[config.mk]
export PLATFORM = sky130hd
export DESIGN_NAME = div_seq
export DESIGN_NICKNAME = d
export VERILOG_FILES = /design/src/rtl/div_seq.sv
export SDC_FILE = /design/constraint.sdc
export NUM_CORES = 1
export LEC_CHECK = 0
export BUFFER_PORTS_ARGS = -buffer_cell sky130_fd_sc_hd__buf_2
export CAP_MARGIN = 20
export CORE_UTILIZATION = 50
export CTS_BUF_LIST = sky130_fd_sc_hd__clkbuf_4
export DETAILED_ROUTE_END_ITERATION = 12
export HOLD_SLACK_MARGIN = 0.08
export PLACE_DENSITY = 0.69
export SLEW_MARGIN = 10
export SYNTH_ARGS = -nofsm -noshare
export SYNTH_HDL_FRONTEND = slang
export SYNTH_SLANG_ARGS = --single-unit
[constraint.sdc]
create_clock -name clk -period 3.81 [get_ports clk]
set_input_delay 1.143 -clock clk [delete_from_list [all_inputs] [get_ports clk]]
set_output_delay 1.143 -clock clk [all_outputs]
set_load 0.05 [all_outputs]
[src/rtl/div_seq.sv]
// Sequential restoring divider: DIV/DIVU/REM/REMU, one quotient bit per RUN cycle.
// Optional macro DIV_SEQ_EARLY_EXIT_EN: divide-by-zero and signed overflow finish straight from LOAD.
module div_seq #(
  parameter int XLEN = 32
) (
  input  logic            clk,
  input  logic            reset,
  input  logic            Enable,
  input  logic [1:0]      op,
  input  logic [XLEN-1:0] rs1,
  input  logic [XLEN-1:0] rs2,
  output logic [XLEN-1:0] result,
  output logic            done,
  output logic            busy
);

  localparam int CW = (XLEN > 1) ? $clog2(XLEN) : 1;

  typedef enum logic [2:0] {
    IDLE = 3'd0,
    LOAD = 3'd1,
    RUN  = 3'd2,
    FIX  = 3'd3,
    DONE = 3'd4
  } state_t;

  state_t          state, state_nxt;
  logic [1:0]      op_r;
  logic [XLEN-1:0] a_r, b_r;
  logic [XLEN-1:0] divisor, quo, rem;
  logic            q_neg, r_neg;
  logic [CW-1:0]   cnt;

  logic            is_signed, is_rem, div0, last_iter;
  logic [XLEN-1:0] a_mag, b_mag, q_fix, r_fix, diff;
  logic [XLEN:0]   rem_sh;
  logic            ge;

  assign is_signed = ~op_r[0];
  assign is_rem    = op_r[1];
  assign div0      = (b_r == '0);
  assign last_iter = (cnt == CW'(XLEN - 1));

  assign a_mag = (is_signed && a_r[XLEN-1]) ? -a_r : a_r;
  assign b_mag = (is_signed && b_r[XLEN-1]) ? -b_r : b_r;

  // Partial remainder is widened by one bit so the shift cannot lose its MSB.
  assign rem_sh = {rem, quo[XLEN-1]};
  assign ge     = (rem_sh >= {1'b0, divisor});
  assign diff   = rem_sh[XLEN-1:0] - divisor;

  // Quotient of x/0 stays all-ones regardless of operand signs.
  assign q_fix = (is_signed && q_neg && !div0) ? -quo : quo;
  assign r_fix = (is_signed && r_neg) ? -rem : rem;

`ifdef DIV_SEQ_EARLY_EXIT_EN
  logic            special;
  logic [XLEN-1:0] special_res;
  assign special = div0 ||
                   (is_signed && (a_r == {1'b1, {(XLEN-1){1'b0}}}) && (b_r == '1));
  always_comb begin
    special_res = '0;
    if (div0)
      special_res = is_rem ? a_r : '1;
    else
      special_res = is_rem ? '0 : a_r;
  end
`endif

  always_ff @(posedge clk) begin
    if (reset) state <= IDLE;
    else       state <= state_nxt;
  end

  always_comb begin
    state_nxt = state;
    busy      = 1'b1;
    done      = 1'b0;
    case (state)
      IDLE: begin
        busy = 1'b0;
        if (Enable) state_nxt = LOAD;
      end
`ifdef DIV_SEQ_EARLY_EXIT_EN
      LOAD: state_nxt = special ? DONE : RUN;
`else
      LOAD: state_nxt = RUN;
`endif
      RUN:  if (last_iter) state_nxt = FIX;
      FIX:  state_nxt = DONE;
      DONE: begin
        done      = 1'b1;
        state_nxt = IDLE;
      end
      default: begin
        busy      = 1'b0;
        state_nxt = IDLE;
      end
    endcase
  end

  always_ff @(posedge clk) begin
    if (reset) begin
      op_r    <= '0;
      a_r     <= '0;
      b_r     <= '0;
      divisor <= '0;
      quo     <= '0;
      rem     <= '0;
      q_neg   <= 1'b0;
      r_neg   <= 1'b0;
      cnt     <= '0;
      result  <= '0;
    end else begin
      case (state)
        IDLE: if (Enable) begin
          op_r <= op;
          a_r  <= rs1;
          b_r  <= rs2;
        end
        LOAD: begin
          quo     <= a_mag;
          divisor <= b_mag;
          rem     <= '0;
          cnt     <= '0;
          q_neg   <= is_signed && (a_r[XLEN-1] ^ b_r[XLEN-1]);
          r_neg   <= is_signed && a_r[XLEN-1];
`ifdef DIV_SEQ_EARLY_EXIT_EN
          if (special) result <= special_res;
`endif
        end
        RUN: begin
          if (ge) begin
            rem <= diff;
            quo <= {quo[XLEN-2:0], 1'b1};
          end else begin
            rem <= rem_sh[XLEN-1:0];
            quo <= {quo[XLEN-2:0], 1'b0};
          end
          if (!last_iter) cnt <= cnt + CW'(1);
        end
        FIX: result <= is_rem ? r_fix : q_fix;
        default: ;
      endcase
    end
  end

endmodule
==> flow_summary.ini, run 1 <==
[cells_and_area]
synthToLayoutAreaGrowth_pct = 11.90
final_area_um2 = 13540
drive_above_1_share_pct = 13.93
postLayoutCoreUtil_pct = 57.34
stdcell_count = 2028
nets = 1780
fill_cells = 2297

[clocking]
clk_pin_slew_ns = 0.07
cts_buffer_depth = 3
cts_root_buf = clkbuf_4
cts_setup_buffers = 0
tritoncts_num_sinks = 204
hold_buffers = 0
clk_latency_ns = 0.68
cts-resized-gates = 0
cts_made_buffers = 54
tritoncts = built
htree_levels = 2

[drt]
avgRoutedWirePerCell_um = 16.76
num_vias = 11774
drt_iter0_drc = 1223
drc_errors = 0
dr.pass1.iters = 5
totalWireLength_um = 33990
viasPerCell = 5.806
ant_nets = 0

[floorplanning]
fp.coreArea_um2 = 23610
io_pins = 103
num_rows = 56
dieHeight_um = 157.6
die_w_um = 157.6
initial_core_util_pct = 51.24
die-area_um2 = 24820

[logic_synthesis]
synth_edf_count = 0
synthFlopType = dfxtp_1
seq_area_frac_synth_pct = 33.75
synthCells = 1593
synthArstFlopShare_pct = 0
ys_ff_latch = 204
yosysWarnings = 0
syn-num-nets = 1701
ys_types = 66
syn_avg_cell_area_um2 = 7.595
syn_area_um2 = 12100

[sta]
rsz0062_at_grt = false
tns_ns = 0
whs_ns = 0.4571
slew_headroom_pct = 34.42
min_period_ns = 3.281
setup_viol = 0
report.final.slew_viol_count = 0
tightest_slew_ns = 0.9807
hold_viol_final = 0
skew_ns = 0.05675
worst_slack_ns = 0.5290
fin_crit_sh_pct = 86.12
max_freq_ghz = 0.3048

[setup_path]
critical_path.top_delay_family = compound AO/OA/AOI/OAI gates
cp_max_fo = 5
crit_arrival_ns = 3.78
cp-end-kind = register
critPathMaxStageDelay_ns = 0.42
cp_num_buf_inv = 3
worstPathRequired_ns = 4.31
start_kind = register
cp_slowest_cell = fa_1
worstSetupPathType = register to register
crit_chain = inv_1 > ha_1 > inv_1 > fa_1 > a211oi_1 > o21bai_1 > a221oi_1 > buf_4 > o22ai_1 > o21ai_0 > nand2_1 > a311oi_1 > o21ai_0

[worst_hold_path]
worstHoldPathType = register to register

[grt]
grt_max_degree = 79
grt_pass1_vias = 10533
use_met3_pct = 3.772
gr-max-usage-layer = met1
grt_overflow = 0
use_met2_pct = 40.08
grt_pass1_wl_um = 54440
use_met1_pct = 41.14
grt_antenna_before_repair = 1
gr-usage-all-layers_pct = 27.63

[placement]
io_buffer_count = 102
dp_hpwl_um = 25130
gp_congestion = 0.9706
place_inst = 1934
post-place-ws_ns = 0.5886
dpl_cell_area_um2 = 12840

[flow_run]
maxCapViolCount = 0

[status]
status = finished clean

[power_and_ir_drop]
total_leakage_power_nw = 5.428
power.density_nw_per_um2 = 520.7
vdd_ir_drop_max_mv = 0.3382
fin_total_pwr_mw = 7.050
==> worst reg2reg max path: stages (launching register included) <==
cell,delay (ns)
dfxtp_1,0.39
inv_1,0.11
ha_1,0.17
inv_1,0.06
fa_1,0.42
a211oi_1,0.27
o21bai_1,0.14
a221oi_1,0.28
buf_4,0.19
o22ai_1,0.15
o21ai_0,0.31
nand2_1,0.14
a311oi_1,0.33
o21ai_0,0.14
==> cells by family (layout without fill, tap and decap cells) <==
logic type               count (synthesis)  in the layout  synth area share, %
buffers and inverters                  164            279                5.129
other                                    0              1                    0
flip-flops                             204            204                33.75
AND/OR/NAND/NOR                        602            602                23.15
XOR/XNOR                               144            144                10.42
AO/OA/AOI/OAI                          435            435                23.03
multiplexers                             5              5               0.4137
adder cells (fa/ha/maj)                 39             39                4.095
==> synthesized netlist by cell type (23+ instances only) <==
cell type | n | area share [%]
a22oi_1 | 30 | 1.9
ha_1 | 38 | 3.9
nor2_1 | 131 | 4.1
dfxtp_1 | 204 | 34
nand2_1 | 250 | 7.8
nor3_1 | 23 | 0.95
a21oi_1 | 169 | 7.0
o21ai_0 | 58 | 2.4
xnor2_1 | 71 | 5.1
inv_1 | 58 | 1.8
xor2_1 | 73 | 5.3
a211oi_1 | 30 | 1.9
clkbuf_1 | 97 | 3.0
nand3_1 | 77 | 3.2
==> state kept, by name, summed over array words and instances (netlist names) <==
register	count
a_r	32
b_r	32
cnt	5
divisor	32
op_r	2
q_neg	1
quo	32
r_neg	1
rem	32
result	32
state	3
==> report_power, final <==
part	internal [mW]	total, mW	switching, mW
clock	1.06	1.96	0.898
sequential	2.27	2.46	0.191
combinational	1.00	2.63	1.63
==> layout make-up <==
cell class | instances | area (µm²) | share of cell area, %
antenna | 1 | 2.502 | 0.01848
clock buffer | 84 | 630.6 | 4.658
clock inverter | 8 | 61.31 | 0.4528
inverter | 58 | 217.7 | 1.608
multi-input combinational | 1225 | 7416 | 54.77
sequential | 204 | 4084 | 30.16
tap | 319 | 399.1 | 2.948
timing repair buffer | 129 | 728.2 | 5.378
==> cells in the final DEF, fill, tap and decap left out, drive strengths merged, types with 22 or more instances in the layout <==
| cell | synthesis | routed |
|---|---|---|
| nand2 | 250 | 250 |
| dfxtp | 204 | 204 |
| a21oi | 169 | 169 |
| nor2 | 131 | 131 |
| buf | 9 | 129 |
| clkbuf | 97 | 84 |
| nand3 | 77 | 77 |
| xor2 | 73 | 73 |
| xnor2 | 71 | 71 |
| o21ai | 61 | 61 |
| inv | 58 | 59 |
| ha | 38 | 38 |
| a211oi | 30 | 30 |
| a22oi | 30 | 30 |
| nor3 | 25 | 25 |
| nor4 | 24 | 24 |
| o31ai | 22 | 22 |
==> path summary, 6_finish.rpt <==
check                            start              endpoint  slack, ns  cells after the start
setup / recovery  quo[31]$_SDFFE_PP0N_  rem[30]$_SDFFE_PP0N_       0.53                     13
hold / removal    a_r[14]$_SDFFE_PP0P_  a_r[14]$_SDFFE_PP0P_       0.46                      2
setup reg to reg  quo[31]$_SDFFE_PP0N_  rem[30]$_SDFFE_PP0N_       0.53                     13
hold reg to reg   a_r[14]$_SDFFE_PP0P_  a_r[14]$_SDFFE_PP0P_       0.46                      2
==> layer usage <==
| layer | vias up | share of wire (%) |
|---|---|---|
| li1 | 5857 | - |
| met1 | 5444 | 49 |
| met2 | 412 | 42 |
| met3 | 61 | 6.1 |
| met4 | 0 | 2.6 |
| met5 | - | 0 |
Power figures use the tool's default switching activity.
==> inputs of run 2 (changes only) <==
==> constraint.sdc (replaced) <==
create_clock -name clk -period 3.81 [get_ports clk]
set_input_delay 0.1905 -clock clk [delete_from_list [all_inputs] [get_ports clk]]
set_output_delay 0.1905 -clock clk [all_outputs]
set_load 0.05 [all_outputs]
==> run 2 against run 1 <==
Critical path type unchanged. Die area is the same. First-iteration DRC count down 10%. Largest power group unchanged. Critical endpoint is now rem[6]$_SDFFE_PP0N_. Setup slack got worse by 0.042 ns.
==> flow_summary.ini, run 2 (synthesis gave the netlist of run 1 again) <==
[clocking]
cts_setup_buffers = 0
clk_latency_ns = 0.68
tritoncts = built
tritoncts_num_sinks = 204
cts_buffer_depth = 3
cts_root_buf = clkbuf_4
htree_levels = 2
clk_pin_slew_ns = 0.07
cts_made_buffers = 54

[floorplanning]
die-area_um2 = 24820
io_pins = 103
fp.coreArea_um2 = 23610
initial_core_util_pct = 51.24
num_rows = 56
die_w_um = 157.6
dieHeight_um = 157.6

[power_and_ir_drop]
total_leakage_power_nw = 5.651
vdd_ir_drop_max_mv = 0.2934
power.density_nw_per_um2 = 495.2

[cells_and_area]
fill_cells = 2215
synthToLayoutAreaGrowth_pct = 16.85
drive_above_1_share_pct = 12.64
layout_common_cells = nand2_1, dfxtp_1, a21oi_1, nor2_1, buf_2
nets = 1842
layout_commonest_cell = nand2_1
final_area_um2 = 14140

[setup_path]
crit_chain = ha_1 > nor2b_1 > o21ba_2 > or3_1 > a21o_1 > a21boi_1 > o211ai_2 > buf_4 > nand3_1 > nand3_1
cp_slowest_cell = o211ai_2
critical_path.top_delay_family = compound AO/OA/AOI/OAI gates
cpMostUsedCell = nand3_1
cp_max_fo = 23
crit_arrival_ns = 3.85
r2r-start = rem[0]$_SDFFE_PP0N_
cp_num_buf_inv = 1
critPathMaxStageDelay_ns = 0.53
worstSetupPathType = register to register
crit_path_start = rem[0]$_SDFFE_PP0N_
start_kind = register
worstPathRequired_ns = 4.34
cp-end-kind = register

[sta]
min_period_ns = 3.323
setup_viol = 0
tightest_slew_ns = 1.083
hold_viol_final = 0
tns_ns = 0
max_freq_ghz = 0.3009
rsz0062_at_grt = false
fin_crit_sh_pct = 87.21
slew_headroom_pct = 27.58
report.final.slew_viol_count = 0
skew_ns = 0.04647
whs_ns = 0.2953

[grt]
grt_overflow = 0
gr-usage-all-layers_pct = 28.31
grt_antenna_before_repair = 1
grt_max_degree = 91
grt_pass1_wl_um = 55630
grt_pass1_vias = 10929

[drt]
viasPerCell = 5.771
totalWireLength_um = 34990
drt_iter0_drc = 1095
ant_nets = 0
dr.pass1.iters = 6
num_vias = 12073
drc_errors = 0
avgRoutedWirePerCell_um = 16.72

[worst_hold_path]
hp-start = rs2[18]
worstHoldPathType = input pin to register

[flow_run]
maxCapViolCount = 0

[placement]
gp_congestion = 0.9592
io_buffer_count = 102
dp_hpwl_um = 24840
dpl_cell_area_um2 = 12780

[status]
status = finished clean
==> run 2: cell count changes in the layout (fill, tap and decap cells not counted) <==
cell	previous run	this run
buf_12	1	0
buf_4	27	22
clkbuf_4	84	75
clkinv_2	0	1
dlygate4sd3_1	0	68
clkinv_1	6	16
==> run 2: worst register-to-register path, stage by stage (launching register included) <==
cell	delay, ns
dfxtp_1	0.50
ha_1	0.30
nor2b_1	0.15
o21ba_2	0.21
or3_1	0.41
a21o_1	0.23
a21boi_1	0.36
o211ai_2	0.53
buf_4	0.36
nand3_1	0.07
nand3_1	0.07
==> run 2: final timing paths <==
| path | slack [ns] | endpoint | cells past startpoint |
|---|---|---|---|
| setup / recovery | 0.49 | rem[6]$_SDFFE_PP0N_ | 10 |
| hold / removal | 0.30 | b_r[18]$_SDFFE_PP0P_ | 4 |
| setup reg to reg | 0.49 | rem[6]$_SDFFE_PP0N_ | 10 |
| hold reg to reg | 0.45 | result[27]$_SDFFE_PP0P_ | 1 |
==> run 2: per-stage QoR <==
stage	instances	util [%]	total power [mW]	worst slack (ns)
after floorplan	1593	-	4.363	1.028
after CTS	2090	59.83	6.985	0.5356
after global routing	2092	59.87	7.426	0.2859
final	2092	59.87	7.001	0.4871
after detailed placement	1928	54.12	5.038	0.6040
after global placement	1928	54.12	5.025	0.6861
==> run 2: layer usage <==
| layer | GRT usage, % | share of wire [%] | vias to the layer above |
|---|---|---|---|
| met1 | 40.87 | 48 | 5607 |
| met3 | 3.634 | 6.3 | 69 |
| met2 | 43.38 | 43 | 406 |
| li1 | - | - | 5991 |
| met4 | 9.015 | 2.5 | 0 |
| met5 | 0 | 0 | - |
==> run 2: timing repair <==
item                      in CTS  in global routing
hold buffers                  68                  0
resized for setup              0                  0
hold endpoints to repair     108                  0
==> run 2: final cells by class <==
class | instances | area [µm²] | share of cell area [%]
Inverter | 58 | 217.7 | 1.540
Multi-Input combinational cell | 1225 | 7416 | 52.46
Antenna cell | 1 | 2.502 | 0.01770
Tap cell | 319 | 399.1 | 2.823
Clock buffer | 75 | 563.0 | 3.983
Clock inverter | 19 | 103.9 | 0.7346
Timing Repair Buffer | 191 | 1351 | 9.558
Sequential cell | 204 | 4084 | 28.89
==> run 2: power breakdown <==
part | switching (mW) | leakage, nW | internal [mW]
sequential | 0.194 | 1.66 | 2.27
clock | 0.919 | 0.393 | 0.974
combinational | 1.64 | 3.60 | 1.01
total | 2.75 | 5.65 | 4.25
